$ cat config.mk
export PLATFORM = sky130hd
export DESIGN_NAME = bisr_repair_alloc
export DESIGN_NICKNAME = d
export VERILOG_FILES = /design/src/rtl/bisr_pkg.sv /design/src/rtl/bisr_cam.sv /design/src/rtl/bisr_repair_alloc.sv
export SDC_FILE = /design/constraint.sdc
export NUM_CORES = 1
export LEC_CHECK = 0
export ABC_AREA = 1
export CORE_ASPECT_RATIO = 0.75
export CORE_MARGIN = 2
export CORE_UTILIZATION = 40
export CTS_CLUSTER_SIZE = 30
export DETAILED_ROUTE_END_ITERATION = 12
export PLACE_DENSITY = 0.6
export REMOVE_ABC_BUFFERS = 1
export SLEW_MARGIN = 15
export SYNTH_ARGS = -nofsm -noshare
export SYNTH_HDL_FRONTEND = slang
export SYNTH_HIERARCHICAL = 1
export SYNTH_SLANG_ARGS = --single-unit
$ cat constraint.sdc
create_clock -name CLK -period 3.6 [get_ports CLK]
set_input_delay 0.54 -clock CLK [delete_from_list [all_inputs] [get_ports CLK]]
set_output_delay 0.54 -clock CLK [all_outputs]
set_load 0.005 [all_outputs]
$ cat src/rtl/bisr_pkg.sv
// rtl/bisr_pkg.sv - shared constants and state type for the BISR repair allocator
//
// Contents:
//   SPARE_NUM_DEF / ADDR_W_DEF  default spare count and address width
//   ST_IDLE / ST_COLLECT / ST_LOCK  one-hot state encodings
//   bisr_state_e                FSM state type built on those encodings
package bisr_pkg;

    localparam int SPARE_NUM_DEF = 8;
    localparam int ADDR_W_DEF    = 16;

    localparam logic [2:0] ST_IDLE    = 3'b001;
    localparam logic [2:0] ST_COLLECT = 3'b010;
    localparam logic [2:0] ST_LOCK    = 3'b100;

    typedef enum logic [2:0] {
        S_IDLE    = ST_IDLE,
        S_COLLECT = ST_COLLECT,
        S_LOCK    = ST_LOCK
    } bisr_state_e;

endpackage

$ cat src/rtl/bisr_cam.sv
// rtl/bisr_cam.sv - spare-entry table with dedup and lookup match ports
//
// Ports:
//   clk, rst        clock, synchronous active-high reset (clears valid bits)
//   clr_i           clear all valid bits (start of a new BIST run)
//   wr_en_i         write wr_addr_i into entry wr_idx_i and mark it valid
//   wr_idx_i        entry index to write
//   wr_addr_i       address stored on write
//   cap_addr_i      capture-side address; cap_hit_o when it matches a valid entry
//   lkup_addr_i     lookup-side address; lkup_hit_o / lkup_idx_o give the lowest matching entry
module bisr_cam
    import bisr_pkg::*;
#(
    parameter int SPARE_NUM = SPARE_NUM_DEF,
    parameter int ADDR_W    = ADDR_W_DEF,
    parameter int IDX_W     = $clog2(SPARE_NUM)
) (
    input  logic              clk,
    input  logic              rst,
    input  logic              clr_i,
    input  logic              wr_en_i,
    input  logic [IDX_W-1:0]  wr_idx_i,
    input  logic [ADDR_W-1:0] wr_addr_i,
    input  logic [ADDR_W-1:0] cap_addr_i,
    output logic              cap_hit_o,
    input  logic [ADDR_W-1:0] lkup_addr_i,
    output logic              lkup_hit_o,
    output logic [IDX_W-1:0]  lkup_idx_o
);

    logic [ADDR_W-1:0]    entry_q [SPARE_NUM];
    logic [SPARE_NUM-1:0] valid_q;
    logic [SPARE_NUM-1:0] cap_match;
    logic [SPARE_NUM-1:0] lkup_match;

    always_ff @(posedge clk) begin
        if (rst || clr_i) begin
            valid_q <= '0;
        end else if (wr_en_i) begin
            valid_q[wr_idx_i] <= 1'b1;
        end
    end

    // Entry data needs no reset: an entry is only observable once its valid bit is set.
    always_ff @(posedge clk) begin
        if (wr_en_i) begin
            entry_q[wr_idx_i] <= wr_addr_i;
        end
    end

    always_comb begin
        cap_match  = '0;
        lkup_match = '0;
        for (int i = 0; i < SPARE_NUM; i++) begin
            cap_match[i]  = valid_q[i] && (entry_q[i] == cap_addr_i);
            lkup_match[i] = valid_q[i] && (entry_q[i] == lkup_addr_i);
        end
    end

    assign cap_hit_o  = |cap_match;
    assign lkup_hit_o = |lkup_match;

    // Scan downward so the lowest matching index is the last assignment and wins.
    always_comb begin
        lkup_idx_o = '0;
        for (int i = SPARE_NUM - 1; i >= 0; i--) begin
            if (lkup_match[i]) begin
                lkup_idx_o = IDX_W'(i);
            end
        end
    end

endmodule

$ cat src/rtl/bisr_repair_alloc.sv
// rtl/bisr_repair_alloc.sv - BIST fault capture into spare entries and post-run remap lookup
//
// Ports:
//   CLK, RST      clock, synchronous active-high reset
//   BIST_EN       BIST run active (level)
//   FAIL_VALID    one-cycle fail strobe qualifying FAIL_ADDR
//   FAIL_ADDR     failing address to capture
//   LKUP_ADDR     normal-mode access address to check against the frozen table
//   REMAP_HIT     registered lookup hit (only when the table is locked)
//   REMAP_IDX     registered matching spare index, 0 on miss
//   REPAIR_CNT    number of valid entries
//   REPAIR_FULL   every spare is used
//   REPAIR_FAIL   sticky: a unique fault arrived with no spare left
//   REPAIR_DONE   table is locked and valid for lookup
module bisr_repair_alloc
    import bisr_pkg::*;
#(
    parameter int SPARE_NUM = SPARE_NUM_DEF,
    parameter int ADDR_W    = ADDR_W_DEF,
    parameter int IDX_W     = $clog2(SPARE_NUM)
) (
    input  logic              CLK,
    input  logic              RST,
    input  logic              BIST_EN,
    input  logic              FAIL_VALID,
    input  logic [ADDR_W-1:0] FAIL_ADDR,
    input  logic [ADDR_W-1:0] LKUP_ADDR,
    output logic              REMAP_HIT,
    output logic [IDX_W-1:0]  REMAP_IDX,
    output logic [IDX_W:0]    REPAIR_CNT,
    output logic              REPAIR_FULL,
    output logic              REPAIR_FAIL,
    output logic              REPAIR_DONE
);

    localparam logic [IDX_W:0] SPARE_MAX = (IDX_W + 1)'(SPARE_NUM);

    bisr_state_e      state_q, state_d;
    logic [IDX_W:0]   cnt_q, cnt_d;
    logic             full_q, full_d;
    logic             fail_q, fail_d;
    logic             hit_q, hit_d;
    logic [IDX_W-1:0] idx_q, idx_d;

    logic             tbl_clr;
    logic             cap_en;
    logic             wr_en;
    logic             cap_hit;
    logic             lkup_hit;
    logic [IDX_W-1:0] lkup_idx;

    bisr_cam #(
        .SPARE_NUM (SPARE_NUM),
        .ADDR_W    (ADDR_W),
        .IDX_W     (IDX_W)
    ) u_cam (
        .clk         (CLK),
        .rst         (RST),
        .clr_i       (tbl_clr),
        .wr_en_i     (wr_en),
        .wr_idx_i    (cnt_q[IDX_W-1:0]),
        .wr_addr_i   (FAIL_ADDR),
        .cap_addr_i  (FAIL_ADDR),
        .cap_hit_o   (cap_hit),
        .lkup_addr_i (LKUP_ADDR),
        .lkup_hit_o  (lkup_hit),
        .lkup_idx_o  (lkup_idx)
    );

    always_ff @(posedge CLK) begin
        if (RST) begin
            state_q <= S_IDLE;
        end else begin
            state_q <= state_d;
        end
    end

    // Entering COLLECT from either IDLE or LOCK starts a fresh run, so the table is cleared
    // on that edge. Capture stays enabled through the cycle BIST_EN drops.
    always_comb begin
        state_d = state_q;
        tbl_clr = 1'b0;
        cap_en  = 1'b0;
        case (state_q)
            S_IDLE, S_LOCK: begin
                if (BIST_EN) begin
                    state_d = S_COLLECT;
                    tbl_clr = 1'b1;
                end
            end
            S_COLLECT: begin
                cap_en = FAIL_VALID;
                if (!BIST_EN) begin
                    state_d = S_LOCK;
                end
            end
            default: state_d = S_IDLE;
        endcase
    end

    // Dedup uses the pre-edge table, so a repeat on the very next cycle is already visible.
    always_comb begin
        cnt_d  = cnt_q;
        fail_d = fail_q;
        wr_en  = 1'b0;
        if (tbl_clr) begin
            cnt_d  = '0;
            fail_d = 1'b0;
        end else if (cap_en && !cap_hit) begin
            if (cnt_q < SPARE_MAX) begin
                wr_en = 1'b1;
                cnt_d = cnt_q + (IDX_W + 1)'(1);
            end else begin
                fail_d = 1'b1;
            end
        end
        full_d = (cnt_d == SPARE_MAX);
        hit_d  = (state_q == S_LOCK) && lkup_hit;
        idx_d  = hit_d ? lkup_idx : '0;
    end

    always_ff @(posedge CLK) begin
        if (RST) begin
            cnt_q  <= '0;
            full_q <= 1'b0;
            fail_q <= 1'b0;
            hit_q  <= 1'b0;
            idx_q  <= '0;
        end else begin
            cnt_q  <= cnt_d;
            full_q <= full_d;
            fail_q <= fail_d;
            hit_q  <= hit_d;
            idx_q  <= idx_d;
        end
    end

    assign REMAP_HIT   = hit_q;
    assign REMAP_IDX   = idx_q;
    assign REPAIR_CNT  = cnt_q;
    assign REPAIR_FULL = full_q;
    assign REPAIR_FAIL = fail_q;
    assign REPAIR_DONE = (state_q == S_LOCK);

endmodule

Word level (Yosys, flattened, before mapping)

Memories as Yosys holds them, arrays and structs flattened.
Cells that the tools add are included.

Bits in registers: 21
RAM bits: 128
Bits of input ports: 36
Output and inout port bits: 11
Logic and storage cells: 92
Memories: 1

Add/sub/neg operators: 1
Magnitude comparators: 3
Equal/unequal tests: 22
Multiplexer cells: 23
Bitwise operators: 3
Reduce and logical (&&, ||, !) cells: 30

Memories:

| name          | words | bits a word | rd ports | clocked after Yosys merged registers in | write ports | RTL line       | source |
|---|---|---|---|---|---|---|---|
| u_cam.entry_q | 8     | 16          | 8        | 0                                       | 1           | bisr_cam.sv:31 | `logic [ADDR_W-1:0] entry_q [SPARE_NUM];` |

Operators by type and width:

| operator                                                                             | number |
|---|---|
| 16-bit == test                                                                       | 16 |
| 1-bit logical AND                                                                    | 19 |
| 3-bit 2-to-1 mux                                                                     | 6 |
| 8-bit OR reduction                                                                   | 2 |
| 4-bit 2-to-1 mux                                                                     | 3 |
| 1-bit 2-to-1 mux                                                                     | 10 |
| 8-bit OR                                                                             | 1 |
| 3-bit one-hot mux with 2 select lines                                                | 1 |
| 6-bit OR reduction                                                                   | 1 |
| 4-bit by 1-bit adder with 4-bit output (second input constant)                       | 1 |
| 4-bit == test (second input constant)                                                | 1 |
| 3-bit by 4-bit less-than comparator with 1-bit output (second input constant)        | 1 |
| 4-bit less-than comparator (second input constant)                                   | 1 |
| 2-bit 2-to-1 mux                                                                     | 2 |
| 2-bit inequality test (second input constant)                                        | 2 |
| 2-bit AND reduction                                                                  | 2 |
| 2-bit OR reduction                                                                   | 2 |
| 4-bit OR reduction                                                                   | 1 |
| 1-bit demux with 3-bit select                                                        | 1 |
| 3-bit by 1-bit == test with 1-bit output (second input constant)                     | 1 |
| 3-bit by 2-bit == test with 1-bit output (second input constant)                     | 1 |
| 3-bit == test (second input constant)                                                | 1 |
| 3-bit by 1-bit greater-or-equal comparator with 1-bit output (second input constant) | 1 |
| 3-bit OR reduction                                                                   | 1 |
| other kinds (3)                                                                      | 4 |

Longest topological paths before layout

Gate-level depths: netlist (run 1).
An unclocked memory read counts as a cell.

Depth after elaboration: 10
Gate-level depth with buffers: 20

Modules after synthesis

Netlist (run 1), hierarchy kept.

Modules (own cells, without submodules):

| module            | instances | cells each | area an instance (µm²) | seq. area each (µm²) |
|---|---|---|---|---|
| bisr_cam          | 1         | 855        | 7780.0                 | 4003.8 |
| bisr_repair_alloc | 1         | 85         | 623.1                  | 260.2 |

Worst setup path before layout (run 1)

Ideal clock, no wire load.

Path type: input -> register
Start: input port FAIL_ADDR[3]
End: memory u_cam/entry_q[2][0] (netlist name) (enable)
Library setup time: 0.390 ns
Arrival time: 2.791 ns
Path slack: 0.419 ns
Stages: 17
Cells stage by stage: buf_2 -> clkinv_1 -> o22ai_1 -> nor2_1 -> nand4_1 -> nor2_1 -> nand4_1 -> nand2_1 -> nor2_1 -> nand2_1 -> nor2_1 -> nand2_2 -> nor2_1 -> inv_1 -> nor2_1 -> inv_1 -> nor2_1

Longest elaborated chain between the ends: 9
Elaborated cells between the ends (all ways): 23

RTL lines:

| what                                     | RTL line                 | source |
|---|---|---|
| from (decl)                              | bisr_repair_alloc.sv:26  | `input logic [ADDR_W-1:0] FAIL_ADDR,` |
| 16-bit == test                           | bisr_cam.sv:55           | `cap_match[i] = valid_q[i] && (entry_q[i] == cap_addr_i);` |
| 1-bit logical AND                        | bisr_cam.sv:55           |  |
| 8-bit OR reduction *                     | bisr_cam.sv:60           | `assign cap_hit_o = \|cap_match;` |
| named net cap_hit                        | bisr_repair_alloc.sv:48  | `logic cap_hit;` |
| 1-bit logical NOT *                      | bisr_repair_alloc.sv:109 | `end else if (cap_en && !cap_hit) begin` |
| 1-bit logical AND *                      | bisr_repair_alloc.sv:109 |  |
| 1-bit 2-to-1 mux *                       | bisr_repair_alloc.sv:109 |  |
| 1-bit 2-to-1 mux *                       | bisr_repair_alloc.sv:106 | `if (tbl_clr) begin` |
| named net wr_en                          | bisr_repair_alloc.sv:47  | `logic wr_en;` |
| 1-bit 2-to-1 mux *                       | bisr_cam.sv:46           | `if (wr_en_i) begin` |
| 1-bit 2-to-1 mux (implied by the code) * | bisr_cam.sv:47           | `entry_q[wr_idx_i] <= wr_addr_i;` |
| to (decl)                                | bisr_cam.sv:31           |  |

Mark *: on every way through the listed nets, which the timed path passes. The rest lies on a longest branch.

Final worst setup path (run 1)

Start: input port FAIL_ADDR[2]
End: memory u_cam/entry_q[6][8] (netlist name) (enable)

Same word-level chain as after synthesis.

==> flow_metrics.py, run 1 <==
metrics = {
    "outcome": {
        "status": "completed",
    },
    "clock_tree": {
        "postCtsHoldBufs": 0,
        "cts_tree": "done",
        "cts_resized": 0,
        "cts-root-buf": "clkbuf_16",
        "ctsLongestPathBuffers": 2,
        "cts_made_buffers": 17,
        "clock_latency_ps": 440,
        "htreeDepth": 4,
        "clk_pin_slew_worst_paths_ps": 60,
        "cts_setup_buffers": 0,
        "cts.sinks": 149,
    },
    "setup_path": {
        "cp_common_cell": "nor2_1",
        "crit_slowest_cell": "clkdlybuf4s50_1",
        "cp_num_cells": 17,
        "endpoint_kind": "flop",
        "slowest_delay_ps": 500,
        "cp_top_family": "buffers and inverters",
        "cp_cell_sequence": "clkdlybuf4s50_1 > buf_4 > buf_4 > xor2_1 > a221oi_1 > nand4_1 > nand2_1 > nor2_1 > nand2_1 > nor2_1 > nand2_2 > nor2_1 > inv_1 > nor2_1 > inv_1 > nor2_1 > buf_12",
        "regToRegStartpoint": "u_cam/entry_q[3][9]",
        "reg2reg_to": "u_cam/entry_q[6][8]",
        "cp-endpoint": "u_cam/entry_q[6][8]",
        "critical_path_required_ps": 3750,
        "arrival_ps": 3310,
        "start_kind": "input pin",
        "path_max_fanout": 17,
        "r2r_cells": 17,
        "crit_buf_inv": 6,
        "critPathKind": "in2reg",
        "crit_start": "FAIL_ADDR[2]",
        "rrSetupSlack_ps": 910,
    },
    "timing": {
        "slew_headroom_pct": 40.5,
        "rsz0062_at_grt": "no",
        "tns_ps": 0,
        "hold_viol": 0,
        "period_minus_slack_ps": 3160,
        "max_freq_mhz": 316,
        "fin_worst_skew_ps": 10.7,
        "setup_viol_count_final": 0,
        "fin_crit_sh_pct": 87.8,
        "slew_viol_final": 0,
        "tightest_slew_ps": 889,
    },
    "synthesis": {
        "ys_warn_count": 6,
        "synth_edf_count": 128,
        "synth_top_area_share_pct": 45.7,
        "async_reset_ff_share_pct": 0,
        "synth.area.top_cells": "edfxtp_1 46%, nand2_1 8.0%, o22ai_1 6.9%, inv_1 5.4%, nor2_1 5.2%",
        "ys.flop_type": "edfxtp_1",
        "netlist_instances": 940,
        "synth_area_um2": 8400,
        "ys_seq_area_share_pct": 50.7,
        "yosys_register_bits": 149,
        "synth.distinct_cells": 46,
        "synth.largest_area_cell": "edfxtp_1",
        "synth.avg_cell_area_um2": 8.94,
    },
    "floorplanning": {
        "die_area_um2": 22200,
        "io_pins": 47,
        "die_h_um": 130,
        "num_rows": 45,
        "die_x_um": 171,
        "start_util_pct": 41.1,
        "core_area_um2": 20400,
    },
    "grt": {
        "grt_pass1_wl_um": 47700,
        "antenna_found_initial": 0,
        "overflow": 0,
        "grt_pass1_vias": 7002,
        "grt_max_degree": 19,
        "grt_usage_pct": 30.9,
    },
    "route": {
        "drt-total-wl_um": 33200,
        "drt_iter0_markers": 1421,
        "viasPerCell": 5.81,
        "drt.antenna.violating_nets": 0,
        "route.vias.total": 7696,
        "wl_per_cell_um": 25.0,
        "drc": 0,
        "dr.pass1.iters": 6,
    },
    "place": {
        "dp_hpwl_um": 23800,
        "gp_congestion": 0.987,
        "placement.io_buffers": 46,
        "dpl_cell_area_um2": 9530,
    },
    "finish": {
        "drive_gt1_share_pct": 13.2,
        "seq_area_um2": 4260,
        "finish.instance_area_um2": 10100,
        "syn_to_final_growth_pct": 20.5,
        "multi_input_area_um2": 3380,
        "fillCellCount": 1873,
        "nets": 1066,
    },
    "pwr": {
        "irDropWorstVdd_mv": 0.314,
        "power_density_nw_per_um2": 411,
        "leakage_nw": 3.92,
    },
    "min_path": {
        "hp-class": "reg2reg",
    },
    "job": {
        "max_cap_violations": 0,
    },
}
## placed cells by master (no fill, tap or decap), types with 8 or more instances in the layout
cell / n
a21oi_1: 14
a221oi_1: 14
buf_12: 10
buf_4: 45
clkbuf_16: 17
clkdlybuf4s50_1: 46
dfxtp_1: 21
edfxtp_1: 128
inv_1: 120
inv_2: 9
nand2_1: 180
nand2_2: 8
nand3_1: 22
nand4_1: 16
nor2_1: 116
nor4_1: 10
o21ai_0: 26
o22ai_1: 93
or2_2: 9
xnor2_1: 23
xor2_1: 38
## worst min-delay path by stage
stage,start,end,slack (ps),cells past startpoint
global placement,REPAIR_FAIL,REPAIR_FAIL,440,2
finish,REPAIR_FAIL,REPAIR_FAIL,440,2
global route,REPAIR_FAIL,REPAIR_FAIL,460,2
detailed placement,REPAIR_FAIL,REPAIR_FAIL,440,2
CTS,REPAIR_FAIL,REPAIR_FAIL,450,2
floorplan,u_cam/valid_q[2],u_cam/valid_q[2],440,2
## Yosys cell counts, types with 16 or more instances
| cell | instances |
|---|---|
| xor2_1 | 38 |
| nand3_1 | 22 |
| o22ai_1 | 93 |
| edfxtp_1 | 128 |
| inv_1 | 120 |
| xnor2_1 | 23 |
| dfxtp_1 | 21 |
| nand4_1 | 16 |
| nand2_1 | 180 |
| nor2_1 | 116 |
| o21ai_0 | 26 |
## where the power goes
| group | leakage [nW] | switching [mW] | internal, mW | total, mW |
|---|---|---|---|---|
| registers | 1.32 | 0.00680 | 1.88 | 1.88 |
| logic | 2.32 | 0.311 | 0.149 | 0.460 |
| clock network | 0.285 | 0.734 | 1.08 | 1.82 |
| total | 3.92 | 1.05 | 3.11 | 4.16 |
## registers in the layout, indices dropped and copies added (netlist names)
name	count
REPAIR_FAIL	1
u_cam/entry_q	128
u_cam/valid_q	8
REPAIR_FULL	1
state_q	3
REMAP_HIT	1
REMAP_IDX	3
REPAIR_CNT	4
## kinds of logic after synthesis
group	count (synthesis)	share of synthesized area, %
XOR/XNOR	61	6.36
AO/OA/AOI/OAI	177	13.7
adder cells (fa/ha/maj)	1	0.149
AND/OR/NAND/NOR	384	20.1
buffers and inverters	168	9.02
flip-flops	149	50.7
## routing by layer
metal  track usage, %  vias up  routed length [um]
met4             14.2        0                1220
li1                 -     3409                   -
met3             9.65       91                4710
met2             41.8      582               12900
met5                0        -                   0
met1             44.8     3614               14400
## worst min-delay path: cells and delay by family, from the launching register on
family                 cells  cell delay (ps)
AO/OA/AOI/OAI              1               50
buffers and inverters      1               40
flip-flops                 1              310
## stage by stage
stage / utilization, % / setup slack, ps / std cells / total power [mW] / hold WS [ps]
6_report: 49.5 / 439 / 1325 / 4.16 / 445
5_1_grt: 49.5 / 289 / 1323 / 4.25 / 462
4_1_cts: 49.5 / 483 / 1323 / 4.16 / 447
3_5_place_dp: 46.6 / 20.6 / 1292 / 2.36 / 437
3_3_place_gp: 46.6 / 62.0 / 1292 / 2.36 / 440
2_1_floorplan: - / 563 / 909 / 2.08 / 440
## layout make-up
type | instances | share of cell area [%]
Timing Repair Buffer | 101 | 9.86
Tap cell | 282 | 3.48
Sequential cell | 149 | 42.1
Multi-Input combinational cell | 623 | 33.4
Antenna cell | 2 | 0.0494
Inverter | 137 | 5.28
Clock buffer | 18 | 4.24
Clock inverter | 13 | 1.58
Power figures use the tool's default switching activity.
==> run 2, diff against run 1 <==
--- a/config.mk
+++ b/config.mk
@@ -12,6 +12,7 @@
 export CTS_CLUSTER_SIZE = 30
 export DETAILED_ROUTE_END_ITERATION = 12
 export PLACE_DENSITY = 0.6
+export RECOVER_POWER = 25
 export REMOVE_ABC_BUFFERS = 1
 export SLEW_MARGIN = 15
 export SYNTH_ARGS = -nofsm -noshare
==> flow_metrics.py, run 2 (synthesis results as in run 1) <==
metrics = {
    "finish": {
        "largest_reg_flops": 128,
        "seq_area_um2": 4260,
        "layout_commonest_cell": "nand2_1",
        "multi_input_area_um2": 3380,
        "syn_to_final_growth_pct": 20.3,
        "top_register": "u_cam/entry_q",
        "final_cell_mix": "180 x nand2_1, 128 x edfxtp_1, 120 x inv_1, 116 x nor2_1, 93 x o22ai_1",
        "nets": 1066,
        "fillCellCount": 1876,
        "drive_gt1_share_pct": 12.8,
    },
    "clock_tree": {
        "cts_resized": 0,
        "ctsLongestPathBuffers": 2,
        "clk_pin_slew_worst_paths_ps": 60,
        "htreeDepth": 4,
        "cts-root-buf": "clkbuf_16",
        "postCtsHoldBufs": 0,
        "cts.sinks": 149,
        "cts_made_buffers": 17,
        "cts_tree": "done",
        "cts_setup_buffers": 0,
        "clock_latency_ps": 450,
    },
    "timing": {
        "period_minus_slack_ps": 3280,
        "setup_ws_ps": 322,
        "timing.hold.ws_ps": 445,
        "setup_viol_count_final": 0,
        "fin_crit_sh_pct": 91.1,
        "hold_viol": 0,
        "rsz0062_at_grt": "no",
        "slew_viol_final": 0,
        "slew_headroom_pct": 40.7,
        "fin_worst_skew_ps": 11.0,
        "max_freq_mhz": 305,
        "tightest_slew_ps": 887,
        "tns_ps": 0,
    },
    "floorplanning": {
        "num_rows": 45,
        "die_h_um": 130,
        "start_util_pct": 41.1,
        "die_x_um": 171,
        "core_area_um2": 20400,
        "io_pins": 47,
        "die_area_um2": 22200,
    },
    "pwr": {
        "leakage_nw": 3.91,
        "power_density_nw_per_um2": 411,
        "irDropWorstVdd_mv": 0.315,
    },
    "setup_path": {
        "start_kind": "input pin",
        "arrival_ps": 3440,
        "critPathKind": "in2reg",
        "regToRegStartpoint": "u_cam/entry_q[4][11]",
        "r2r_cells": 16,
        "critical_path_required_ps": 3760,
        "endpoint_kind": "flop",
        "reg2reg_to": "u_cam/entry_q[6][8]",
        "rrSetupSlack_ps": 930,
        "path_max_fanout": 17,
    },
    "outcome": {
        "status": "completed",
    },
    "route": {
        "drt_iter0_markers": 1443,
        "drt-total-wl_um": 33200,
        "viasPerCell": 5.85,
        "route.vias.total": 7746,
        "dr.pass1.iters": 7,
        "drt.antenna.violating_nets": 0,
        "drc": 0,
        "wl_per_cell_um": 25.0,
    },
    "grt": {
        "grt_max_degree": 19,
        "antenna_found_initial": 0,
        "grt_pass1_wl_um": 47700,
        "grt_pass1_vias": 7002,
        "grt_usage_pct": 30.9,
        "overflow": 0,
    },
    "min_path": {
        "holdPathEnd": "REPAIR_FAIL",
        "min_path_cells": 2,
        "worstHoldStart": "REPAIR_FAIL",
        "hp-class": "reg2reg",
    },
    "place": {
        "gp_congestion": 0.987,
        "placement.io_buffers": 46,
        "pre_cts_ws_ps": 20.6,
        "dp_hpwl_um": 23800,
    },
    "job": {
        "max_cap_violations": 0,
    },
}
## run 2: changes by cell type in the layout (fill, tap and decap cells not counted), sizes merged
cell / previous run / this run
dlygate4sd3: 0 / 13
diode: 2 / 1
clkbuf: 18 / 22
buf: 55 / 51
clkdlybuf4s50: 46 / 33
## run 2: final cells by class
class	count	share of cell area, %
diodes	1	0.0248
inverters	137	5.29
clock buffers	18	4.25
multi-input cells	623	33.4
well taps	282	3.49
clock inverters	13	1.58
repair buffers	101	9.73
flip-flops and latches	149	42.2
## run 2: layer usage
layer	track usage, %	part of all wire, %	up-vias
li1	-	-	3408
met1	44.8	43	3606
met2	41.8	38	624
met3	9.65	14	108
met4	14.2	4.2	0
met5	0	0	-
## run 2: critical path, stage by stage
cell and delay [ps]:
dlygate4sd3_1 600, clkbuf_1 510, or2_2 230, a221oi_1 120, nand3_1 120, nand2_1 50
nor2_1 170, nand2_1 70, nor2_1 170, nand2_2 70, nor2_1 120, inv_1 50
nor2_1 80, inv_1 90, nor2_1 240, buf_12 190
## run 2: how the worst max path moves through the flow
stage          slack [ps]  depth (start not counted)          start                   end
3_3_place_gp           60                         17   FAIL_ADDR[2]   u_cam/entry_q[6][3]
3_5_place_dp           20                         17   FAIL_ADDR[2]  u_cam/entry_q[6][10]
5_1_grt               220                         17   FAIL_ADDR[2]   u_cam/entry_q[6][8]
6_report              320                         16  FAIL_ADDR[15]   u_cam/entry_q[6][8]
2_1_floorplan         560                         17  FAIL_ADDR[11]   u_cam/entry_q[2][0]
4_1_cts               480                         17   FAIL_ADDR[2]  u_cam/entry_q[6][10]
## run 2: report_power, final
group	internal (mW)	leakage, nW	switching (mW)
logic	0.144	2.31	0.311
clock network	1.08	0.285	0.734
registers	1.88	1.32	0.00678
## run 2: through the flow
step	instance area, um^2	std cells	utilization, %	power (mW)
final	10100	1324	49.5	4.16
after global placement	9530	1292	46.6	2.36
after floorplan	8180	909	-	2.08
after global routing	10100	1323	49.4	4.24
after CTS	10100	1323	49.5	4.16
after detailed placement	9530	1292	46.6	2.36
==> run 3, diff against run 2 <==
--- a/config.mk
+++ b/config.mk
@@ -11,7 +11,7 @@
 export CORE_UTILIZATION = 40
 export CTS_CLUSTER_SIZE = 30
 export DETAILED_ROUTE_END_ITERATION = 12
-export PLACE_DENSITY = 0.6
+export PLACE_DENSITY = 0.58
 export RECOVER_POWER = 25
 export REMOVE_ABC_BUFFERS = 1
 export SLEW_MARGIN = 15
==> flow_metrics.py, run 3 (synthesis results as in run 1) <==
metrics = {
    "finish": {
        "layout_commonest_cell": "nand2_1",
        "multi_input_area_um2": 3380,
        "largest_reg_flops": 128,
        "final_cell_mix": "180 x nand2_1, 128 x edfxtp_1, 120 x inv_1, 116 x nor2_1, 93 x o22ai_1",
        "top_register": "u_cam/entry_q",
        "syn_to_final_growth_pct": 20.5,
        "final_cells": 1324,
        "final_core_util_pct": 49.5,
        "num_antenna_cells": 0,
        "drive_gt1_share_pct": 12.4,
        "fillCellCount": 1950,
        "seq_area_um2": 4260,
        "nets": 1067,
        "finish.instance_area_um2": 10100,
    },
    "pwr": {
        "power_density_nw_per_um2": 402,
        "leakage_nw": 3.89,
        "power.total_mw": 4.07,
        "irDropWorstVdd_mv": 0.304,
    },
    "clock_tree": {
        "cts_made_buffers": 17,
        "ctsLongestPathBuffers": 2,
        "cts.sinks": 149,
        "cts_setup_buffers": 0,
        "postCtsHoldBufs": 0,
        "cts_tree": "done",
        "clk_pin_slew_worst_paths_ps": 60,
        "cts_resized": 0,
        "cts-root-buf": "clkbuf_16",
        "clock_latency_ps": 430,
        "htreeDepth": 4,
    },
    "min_path": {
        "hp-class": "reg2reg",
    },
    "route": {
        "wl_per_cell_um": 24.5,
        "drc": 0,
        "drt_iter0_markers": 1315,
        "drt.antenna.violating_nets": 0,
        "drt-total-wl_um": 32500,
        "dr.pass1.iters": 6,
        "route.vias.total": 7561,
        "viasPerCell": 5.71,
    },
    "floorplanning": {
        "die_h_um": 130,
        "die_area_um2": 22200,
        "core_area_um2": 20400,
        "num_rows": 45,
        "die_x_um": 171,
        "io_pins": 47,
        "start_util_pct": 41.1,
    },
    "grt": {
        "grt_usage_pct": 30.3,
        "grt_pass1_vias": 6969,
        "antenna_found_initial": 1,
        "grt_max_degree": 18,
        "overflow": 0,
        "grt_pass1_wl_um": 46700,
    },
    "timing": {
        "max_freq_mhz": 297,
        "hold_viol": 0,
        "period_minus_slack_ps": 3370,
        "tns_ps": 0,
        "setup_viol_count_final": 0,
        "fin_crit_sh_pct": 93.6,
        "rsz0062_at_grt": "no",
        "fin_worst_skew_ps": 13.1,
        "slew_headroom_pct": 25.9,
        "tightest_slew_ps": 1110,
        "slew_viol_final": 0,
    },
    "setup_path": {
        "critPathKind": "in2reg",
        "start_kind": "input pin",
        "endpoint_kind": "flop",
        "arrival_ps": 3510,
        "path_max_fanout": 17,
        "critical_path_required_ps": 3740,
    },
    "place": {
        "place_inst": 1293,
        "placement.io_buffers": 46,
        "dpl_cell_area_um2": 9590,
        "gp_congestion": 1.07,
        "dp_hpwl_um": 23200,
    },
    "outcome": {
        "status": "completed",
    },
    "job": {
        "max_cap_violations": 0,
    },
}
[run 3: cell types whose count changed in the layout (fill, tap and decap cells not counted), sizes merged]
cell	previous run	this run
clkinv	9	6
clkinvlp	2	7
clkdlybuf4s50	33	37
bufinv	3	2
diode	1	0
clkbuf	22	25
dlygate4sd3	13	9
buf	51	48
[run 3: metrics by stage]
| stage | setup slack (ps) | hold WS [ps] |
|---|---|---|
| after floorplan | 563 | 440 |
| after global placement | 63.0 | 444 |
| after detailed placement | 49.4 | 450 |
| after CTS | 495 | 459 |
| after global routing | 117 | 491 |
| final | 230 | 454 |
[run 3: power breakdown]
group          leakage [nW]  switching (mW)  internal, mW
combinational          2.32           0.315         0.150
sequential             1.32         0.00678          1.88
clock                 0.254           0.714          1.01
total                  3.89            1.04          3.03
[run 3: cell type report]
class,instances,area share [%]
multi-input cells,623,33.4
repair buffers,102,10.1
well taps,282,3.49
clock inverters,14,1.37
inverters,137,5.28
flip-flops and latches,149,42.1
clock buffers,17,4.20
[run 3: routing by layer]
metal  part of all wire, %  vias up  GRT usage [%]
met5                     0        -              0
li1                      -     3413              -
met4                   3.9        0           9.52
met2                    38      554           40.8
met1                    42     3498           44.1
met3                    15       96           11.9
[run 3: final timing paths]
kind                              from             endpoint  slack [ps]  depth (start not counted)
setup / recovery          FAIL_ADDR[6]  u_cam/entry_q[6][3]         230                         15
hold / removal             REPAIR_FAIL          REPAIR_FAIL         450                          2
setup reg to reg  u_cam/entry_q[3][14]  u_cam/entry_q[6][3]         720                         18
hold reg to reg            REPAIR_FAIL          REPAIR_FAIL         450                          2
[run 3: worst max-delay path: stages]
cell             delay [ps]
clkdlybuf4s50_1         500
clkbuf_1                510
a21oi_1                 150
nand4_1                 330
nand2_1                 100
nor2_1                  190
nand2_1                  90
nor2_1                  170
nand2_2                 120
nor2_1                  180
inv_1                    60
nor2_1                   90
inv_1                    90
nor2_1                  190
buf_12                  190
